### config.mk
export PLATFORM = sky130hd
export DESIGN_NAME = sensor_image_frame_packer
export DESIGN_NICKNAME = d
export VERILOG_FILES = /design/src/rtl/sensor_image_frame_packer.sv
export SDC_FILE = /design/constraint.sdc
export NUM_CORES = 1
export LEC_CHECK = 0
export CORE_MARGIN = 4
export CORE_UTILIZATION = 45
export CTS_CLUSTER_DIAMETER = 150
export DETAILED_ROUTE_END_ITERATION = 7
export GPL_TIMING_DRIVEN = 0
export PLACE_DENSITY_LB_ADDON = 0.12
export SLEW_MARGIN = 20
export SYNTH_ARGS = -nofsm -noshare
export SYNTH_HDL_FRONTEND = slang
export SYNTH_SLANG_ARGS = --single-unit
### constraint.sdc
create_clock -name clk -period 3 [get_ports clk]
set_input_delay 0.75 -clock clk [delete_from_list [all_inputs] [get_ports clk]]
set_output_delay 0.75 -clock clk [all_outputs]
set_load 0.005 [all_outputs]
### src/rtl/sensor_image_frame_packer.sv
// Packs the cropped pixel stream into PACK_NUM-pixel words for the frame-buffer
// write FIFO, checks per-frame geometry and FIFO health, and reports status.
module sensor_image_frame_packer #(
    parameter int PIXEL_DATA_WIDTH = 16,
    parameter int PACK_NUM         = 4,
    parameter int IMAGE_HSIZE      = 1280,
    parameter int IMAGE_VSIZE      = 960
) (
    input  logic                                 clk,
    input  logic                                 rst,
    input  logic                                 image_in_vsync,
    input  logic                                 image_in_href,
    input  logic                                 image_in_de,
    input  logic [PIXEL_DATA_WIDTH-1:0]          image_in_data,
    input  logic                                 fifo_full,
    output logic                                 fifo_wr_en,
    output logic [PIXEL_DATA_WIDTH*PACK_NUM-1:0] fifo_wr_data,
    output logic                                 frame_start,
    output logic                                 frame_done,
    output logic                                 frame_ok,
    output logic                                 err_overflow,
    output logic                                 err_hsize,
    output logic                                 err_vsize,
    output logic [15:0]                          frame_cnt
);

    localparam int              IDX_W     = $clog2(PACK_NUM);
    localparam int              WORD_W    = PIXEL_DATA_WIDTH * PACK_NUM;
    localparam logic [15:0]     HSIZE_CNT = 16'(IMAGE_HSIZE);
    localparam logic [11:0]     VSIZE_CNT = 12'(IMAGE_VSIZE);

    typedef enum logic [1:0] {
        ST_IDLE,
        ST_ACTIVE,
        ST_DROP
    } state_t;

    // Registered copies of the inputs
    logic                        vsync_reg;
    logic                        href_reg;
    logic                        de_reg;
    logic [PIXEL_DATA_WIDTH-1:0] data_reg;
    logic                        fifo_full_reg;

    // Control state
    state_t                      state_reg, state_next;
    logic [IDX_W-1:0]            idx_reg, idx_next;
    logic [WORD_W-1:0]           pack_buf_reg, pack_buf_next;
    logic [15:0]                 pix_cnt_reg, pix_cnt_next;
    logic [11:0]                 line_cnt_reg, line_cnt_next;

    // Output registers
    logic                        wr_en_reg, wr_en_next;
    logic [WORD_W-1:0]           wr_data_reg, wr_data_next;
    logic                        frame_start_reg, frame_start_next;
    logic                        frame_done_reg, frame_done_next;
    logic                        frame_ok_reg, frame_ok_next;
    logic                        err_overflow_reg, err_overflow_next;
    logic                        err_hsize_reg, err_hsize_next;
    logic                        err_vsize_reg, err_vsize_next;
    logic [15:0]                 frame_cnt_reg, frame_cnt_next;

    // Combinational helpers
    logic                        accept;
    logic                        accept_active;
    logic                        href_fall;
    logic                        vsync_rise;
    logic                        vsync_fall;
    logic [WORD_W-1:0]           merged_word;
    logic                        want_write;
    logic [15:0]                 line_pix;
    logic [11:0]                 line_after;

    // Edges compare the registered copy against the live input
    assign accept        = vsync_reg & href_reg & de_reg;
    assign accept_active = accept && (state_reg == ST_ACTIVE);
    assign href_fall     = href_reg & ~image_in_href;
    assign vsync_rise    = image_in_vsync & ~vsync_reg;
    assign vsync_fall    = vsync_reg & ~image_in_vsync;

    // Current partial word with the newly accepted pixel dropped into its slot
    generate
        for (genvar gi = 0; gi < PACK_NUM; gi++) begin : g_slot
            assign merged_word[gi*PIXEL_DATA_WIDTH +: PIXEL_DATA_WIDTH] =
                (accept_active && (idx_reg == IDX_W'(gi))) ? data_reg
                    : pack_buf_reg[gi*PIXEL_DATA_WIDTH +: PIXEL_DATA_WIDTH];
        end
    endgenerate

    // Input pipeline: sampled even during reset so a vsync already high at
    // reset release is not mistaken for a rising edge
    always_ff @(posedge clk) begin
        vsync_reg     <= image_in_vsync;
        href_reg      <= image_in_href;
        de_reg        <= image_in_de;
        data_reg      <= image_in_data;
        fifo_full_reg <= fifo_full;
    end

    // State and output register update
    always_ff @(posedge clk) begin
        if (rst) begin
            state_reg        <= ST_IDLE;
            idx_reg          <= '0;
            pack_buf_reg     <= '0;
            pix_cnt_reg      <= '0;
            line_cnt_reg     <= '0;
            wr_en_reg        <= 1'b0;
            wr_data_reg      <= '0;
            frame_start_reg  <= 1'b0;
            frame_done_reg   <= 1'b0;
            frame_ok_reg     <= 1'b0;
            err_overflow_reg <= 1'b0;
            err_hsize_reg    <= 1'b0;
            err_vsize_reg    <= 1'b0;
            frame_cnt_reg    <= '0;
        end else begin
            state_reg        <= state_next;
            idx_reg          <= idx_next;
            pack_buf_reg     <= pack_buf_next;
            pix_cnt_reg      <= pix_cnt_next;
            line_cnt_reg     <= line_cnt_next;
            wr_en_reg        <= wr_en_next;
            wr_data_reg      <= wr_data_next;
            frame_start_reg  <= frame_start_next;
            frame_done_reg   <= frame_done_next;
            frame_ok_reg     <= frame_ok_next;
            err_overflow_reg <= err_overflow_next;
            err_hsize_reg    <= err_hsize_next;
            err_vsize_reg    <= err_vsize_next;
            frame_cnt_reg    <= frame_cnt_next;
        end
    end

    // Next-state logic: frame tracking, packing, geometry and overflow checks
    always_comb begin
        state_next        = state_reg;
        idx_next          = idx_reg;
        pack_buf_next     = pack_buf_reg;
        pix_cnt_next      = pix_cnt_reg;
        line_cnt_next     = line_cnt_reg;
        wr_en_next        = 1'b0;
        wr_data_next      = wr_data_reg;
        frame_start_next  = 1'b0;
        frame_done_next   = 1'b0;
        frame_ok_next     = frame_ok_reg;
        err_overflow_next = err_overflow_reg;
        err_hsize_next    = err_hsize_reg;
        err_vsize_next    = err_vsize_reg;
        frame_cnt_next    = frame_cnt_reg;
        want_write        = 1'b0;
        line_pix          = pix_cnt_reg;
        line_after        = line_cnt_reg;

        case (state_reg)
            ST_IDLE: begin
                if (vsync_rise) begin
                    state_next        = ST_ACTIVE;
                    frame_start_next  = 1'b1;
                    err_overflow_next = 1'b0;
                    err_hsize_next    = 1'b0;
                    err_vsize_next    = 1'b0;
                    pix_cnt_next      = '0;
                    line_cnt_next     = '0;
                    idx_next          = '0;
                    pack_buf_next     = '0;
                end
            end

            ST_ACTIVE, ST_DROP: begin
                // Geometry keeps being tracked in DROP so the line count stays meaningful
                if (accept && (pix_cnt_reg != 16'hFFFF)) begin
                    line_pix = pix_cnt_reg + 16'd1;
                end
                pix_cnt_next = line_pix;
                if (href_fall) begin
                    if (line_pix != HSIZE_CNT) begin
                        err_hsize_next = 1'b1;
                    end
                    pix_cnt_next = '0;
                    if (line_cnt_reg != 12'hFFF) begin
                        line_after = line_cnt_reg + 12'd1;
                    end
                    line_cnt_next = line_after;
                end

                if (state_reg == ST_ACTIVE) begin
                    if (accept) begin
                        pack_buf_next = merged_word;
                        if (idx_reg == IDX_W'(PACK_NUM - 1)) begin
                            want_write = 1'b1;
                            idx_next   = '0;
                        end else begin
                            idx_next = idx_reg + IDX_W'(1);
                        end
                    end
                    // Line ended mid-group: flush the zero-padded partial word
                    if (href_fall && (idx_next != '0)) begin
                        want_write = 1'b1;
                    end
                    if (want_write) begin
                        pack_buf_next = '0;
                        idx_next      = '0;
                        if (fifo_full_reg) begin
                            err_overflow_next = 1'b1;
                            state_next        = ST_DROP;
                        end else begin
                            wr_en_next   = 1'b1;
                            wr_data_next = merged_word;
                        end
                    end
                end

                if (vsync_fall) begin
                    if (line_after != VSIZE_CNT) begin
                        err_vsize_next = 1'b1;
                    end
                    frame_done_next = 1'b1;
                    frame_ok_next   = ~(err_overflow_next | err_hsize_next | err_vsize_next);
                    frame_cnt_next  = frame_cnt_reg + 16'd1;
                    state_next      = ST_IDLE;
                end
            end

            default: begin
                state_next = ST_IDLE;
            end
        endcase
    end

    assign fifo_wr_en   = wr_en_reg;
    assign fifo_wr_data = wr_data_reg;
    assign frame_start  = frame_start_reg;
    assign frame_done   = frame_done_reg;
    assign frame_ok     = frame_ok_reg;
    assign err_overflow = err_overflow_reg;
    assign err_hsize    = err_hsize_reg;
    assign err_vsize    = err_vsize_reg;
    assign frame_cnt    = frame_cnt_reg;

endmodule

==> results.cfg <==
[global_routing]
grt_pass1_wl_mm = 39.78
grt_pass1_vias = 7226
grt_use_total_pct = 22.39
antenna_found_initial = 0
grt_overflow_total = 0
grt_max_degree = 16

[sta]
hold_violations = 0
timing.final.ws_setup_ps = 141.3
setup_viol = 0
slew_violations = 0
tns_ps = 0
slew_headroom_pct = 55.37
clock_skew_ps = 8.452
rsz0062_at_grt = no
period_share_pct = 95.29
fin_crit_ps = 2859
max_freq_ghz = 0.3498
worst_pin_slew_ps = 669.4

[route]
drtIter0Drc = 533
avgViaCountPerCell = 5.609
remaining_drc_errors = 0
wl_per_cell_um = 18.19
wirelength_mm = 24.73
via_count = 7628
ant_nets = 0
first_pass_iters = 7

[worst_setup_path]
critPathArrivalTime_ps = 3300
crit_fanout = 10
cp_num_buf_inv = 3
required_ps = 3440
crit_path_end_kind = register
crit_chain = clkdlybuf4s50_1 > nand2b_1 > a31oi_1 > nor2_1 > a211o_1 > clkbuf_1 > nor2_1 > nor2_2 > clkbuf_1 > and2_1
crit_family = buffers and inverters
critPathKind = in2reg
r2r_setup_slack_ps = 200
cp_slowest_stage_delay_ps = 520
cp_slowest_cell = clkdlybuf4s50_1
cp-start-kind = input pin

[synthesis]
ys_async_sr_fraction_pct = 0
synth-seq-area-share_pct = 46.27
syn_area_um2 = 8782
synth.ff_latch_count = 203
yosysWarnings = 0
synthFlopType = dfxtp_1
ys_types = 71
syn-instance-count = 953
syn-num-nets = 987
synth_edf_count = 0
syn_area_per_cell_um2 = 9.215

[power]
power.switching_mw = 1.501
ir_drop_uv = 381.9
p_per_area_nw_per_um2 = 556.2
sequentialPowerShare_pct = 45.5
power.leakage_nw = 4.180
clock_power_share_pct = 47.3
power_frac_comb_pct = 7.3
swShare_pct = 24.59
p_int_mw = 4.603
total_power_mw = 6.104

[placement]
globalplace.congestion = 0.9060
dpl.hpwl_mm = 17.04
pre_cts_ws_ps = -426.2
portBuffers = 107

[clock_tree]
cts_tree = done
holdBufCountCts = 0
numClockSinks = 203
clk_latency_ps = 500
cts_buffers = 23
cts_max_level = 1
clockRootBuffer = clkbuf_16
clk_pin_slew_ps = 60
clk_path_buf_depth = 3

[layout]
insertedDiodeCount = 0
num-fill-cells = 1764
area_growth_syn_to_layout_pct = 24.96
drive_gt1_share_pct = 9.727
finalNetCount = 1119

[floorplan]
die-height_um = 147.7
start_util_pct = 46.33
die-width_um = 147.7
die_area_um2 = 21820
ioPinCount = 109
rows = 50
core_area_um2 = 18960

[worst_hold_path]
min-delay-path-class = reg2reg

[status]
status = completed

[run]
drv_cap = 0
==> cell usage in the layout, fill, tap and decap left out, types with 4 or more instances in the layout <==
cell type        instances
nor2_1                 175
dfxtp_1                203
ha_1                    12
nor4_1                  10
a32oi_1                 53
or3_1                    7
xor2_1                  12
inv_1                    8
buf_4                    7
xnor2_1                  6
a211oi_1                70
a31oi_1                  5
clkdlybuf4s50_1        107
nand2_1                 48
buf_2                   31
and2_1                  17
nand2b_1                 5
nor3_1                  20
and3_1                  12
clkbuf_16               23
a21o_1                   9
clkinv_4                 4
clkbuf_1                31
o21ai_0                 20
a21oi_1                 30
nor2_2                   4
nand4_1                 10
mux2i_1                 67
nand3_1                 17
==> synthesized netlist by cell type (6+ instances only) <==
master	n	area [µm²]
a32oi_1	53	464.2
buf_4	7	52.55
o21ai_0	20	100.1
nand4_1	10	62.56
inv_1	8	30.03
a21oi_1	31	155.2
mux2i_1	67	670.6
nor4_1	10	62.56
a21o_1	9	67.56
and2_1	17	106.4
nor2_1	175	656.9
ha_1	12	150.1
xor2_1	12	105.1
a211oi_1	70	525.5
and3_1	12	75.07
or3_1	7	43.79
clkbuf_1	31	116.4
nand3_1	17	85.08
buf_2	32	160.2
xnor2_1	6	52.55
nand2_1	48	180.2
nor3_1	20	100.1
dfxtp_1	203	4064
==> logic make-up after synthesis <==
family          after synthesis  share of synthesized area (%)
fa+ha+maj                    12                          1.710
compound gates              220                          18.64
flops                       203                          46.27
buf+inv                      81                          4.431
xor+xnor                     18                          1.795
mux                          68                          7.765
simple gates                351                          19.39
==> metal layers <==
layer  track usage, %  wire length (µm)
met1            34.08             12220
met2            33.49             10610
met5                0                 0
met3            3.342              1428
met4            4.986               477
==> path summary, 6_finish.rpt <==
path / from / endpoint / cells past startpoint
setup reg to reg: state_reg[0] / pack_buf_reg[59] / 10
hold / removal: pack_buf_reg[61] / pack_buf_reg[61] / 1
hold reg to reg: pack_buf_reg[61] / pack_buf_reg[61] / 1
setup / recovery: image_in_href / pack_buf_reg[59] / 10
==> power by group through the flow <==
stage | registers [mW] | clock network (mW) | logic (mW)
floorplan | 2.80 | 0 | 0.285
global placement | 2.83 | 0 | 0.440
detailed placement | 2.83 | 0 | 0.437
CTS | 2.77 | 2.93 | 0.439
global route | 2.77 | 3.05 | 0.490
finish | 2.77 | 2.88 | 0.444
==> timing repair <==
| item | in CTS | in global routing |
|---|---|---|
| setup buffers | 0 | 0 |
| gates resized for setup | 0 | 5 |
| setup endpoints to repair | 0 | 6 |
==> metrics by stage <==
step | util (%) | cell area (µm²) | cells | hold slack (ps)
6_report | 57.89 | 10970 | 1360 | 461.8
5_1_grt | 57.89 | 10970 | 1360 | 477.1
4_1_cts | 57.83 | 10960 | 1360 | 463.6
3_5_place_dp | 53.70 | 10180 | 1320 | 445.2
3_3_place_gp | 53.70 | 10180 | 1320 | 441.7
2_1_floorplan | - | 8782 | 953 | 413.5
==> layout make-up <==
type | instances | area (µm²) | share of cell area [%]
timing repair buffer | 107 | 1071 | 9.759
buffer | 73 | 362.8 | 3.306
tap | 260 | 325.3 | 2.964
clock inverter | 13 | 162.7 | 1.482
inverter | 8 | 30.03 | 0.2736
multi-input combinational | 669 | 4338 | 39.53
sequential | 203 | 4064 | 37.03
clock buffer | 27 | 620.6 | 5.655
No activity file was read; power rests on OpenSTA's default activity.
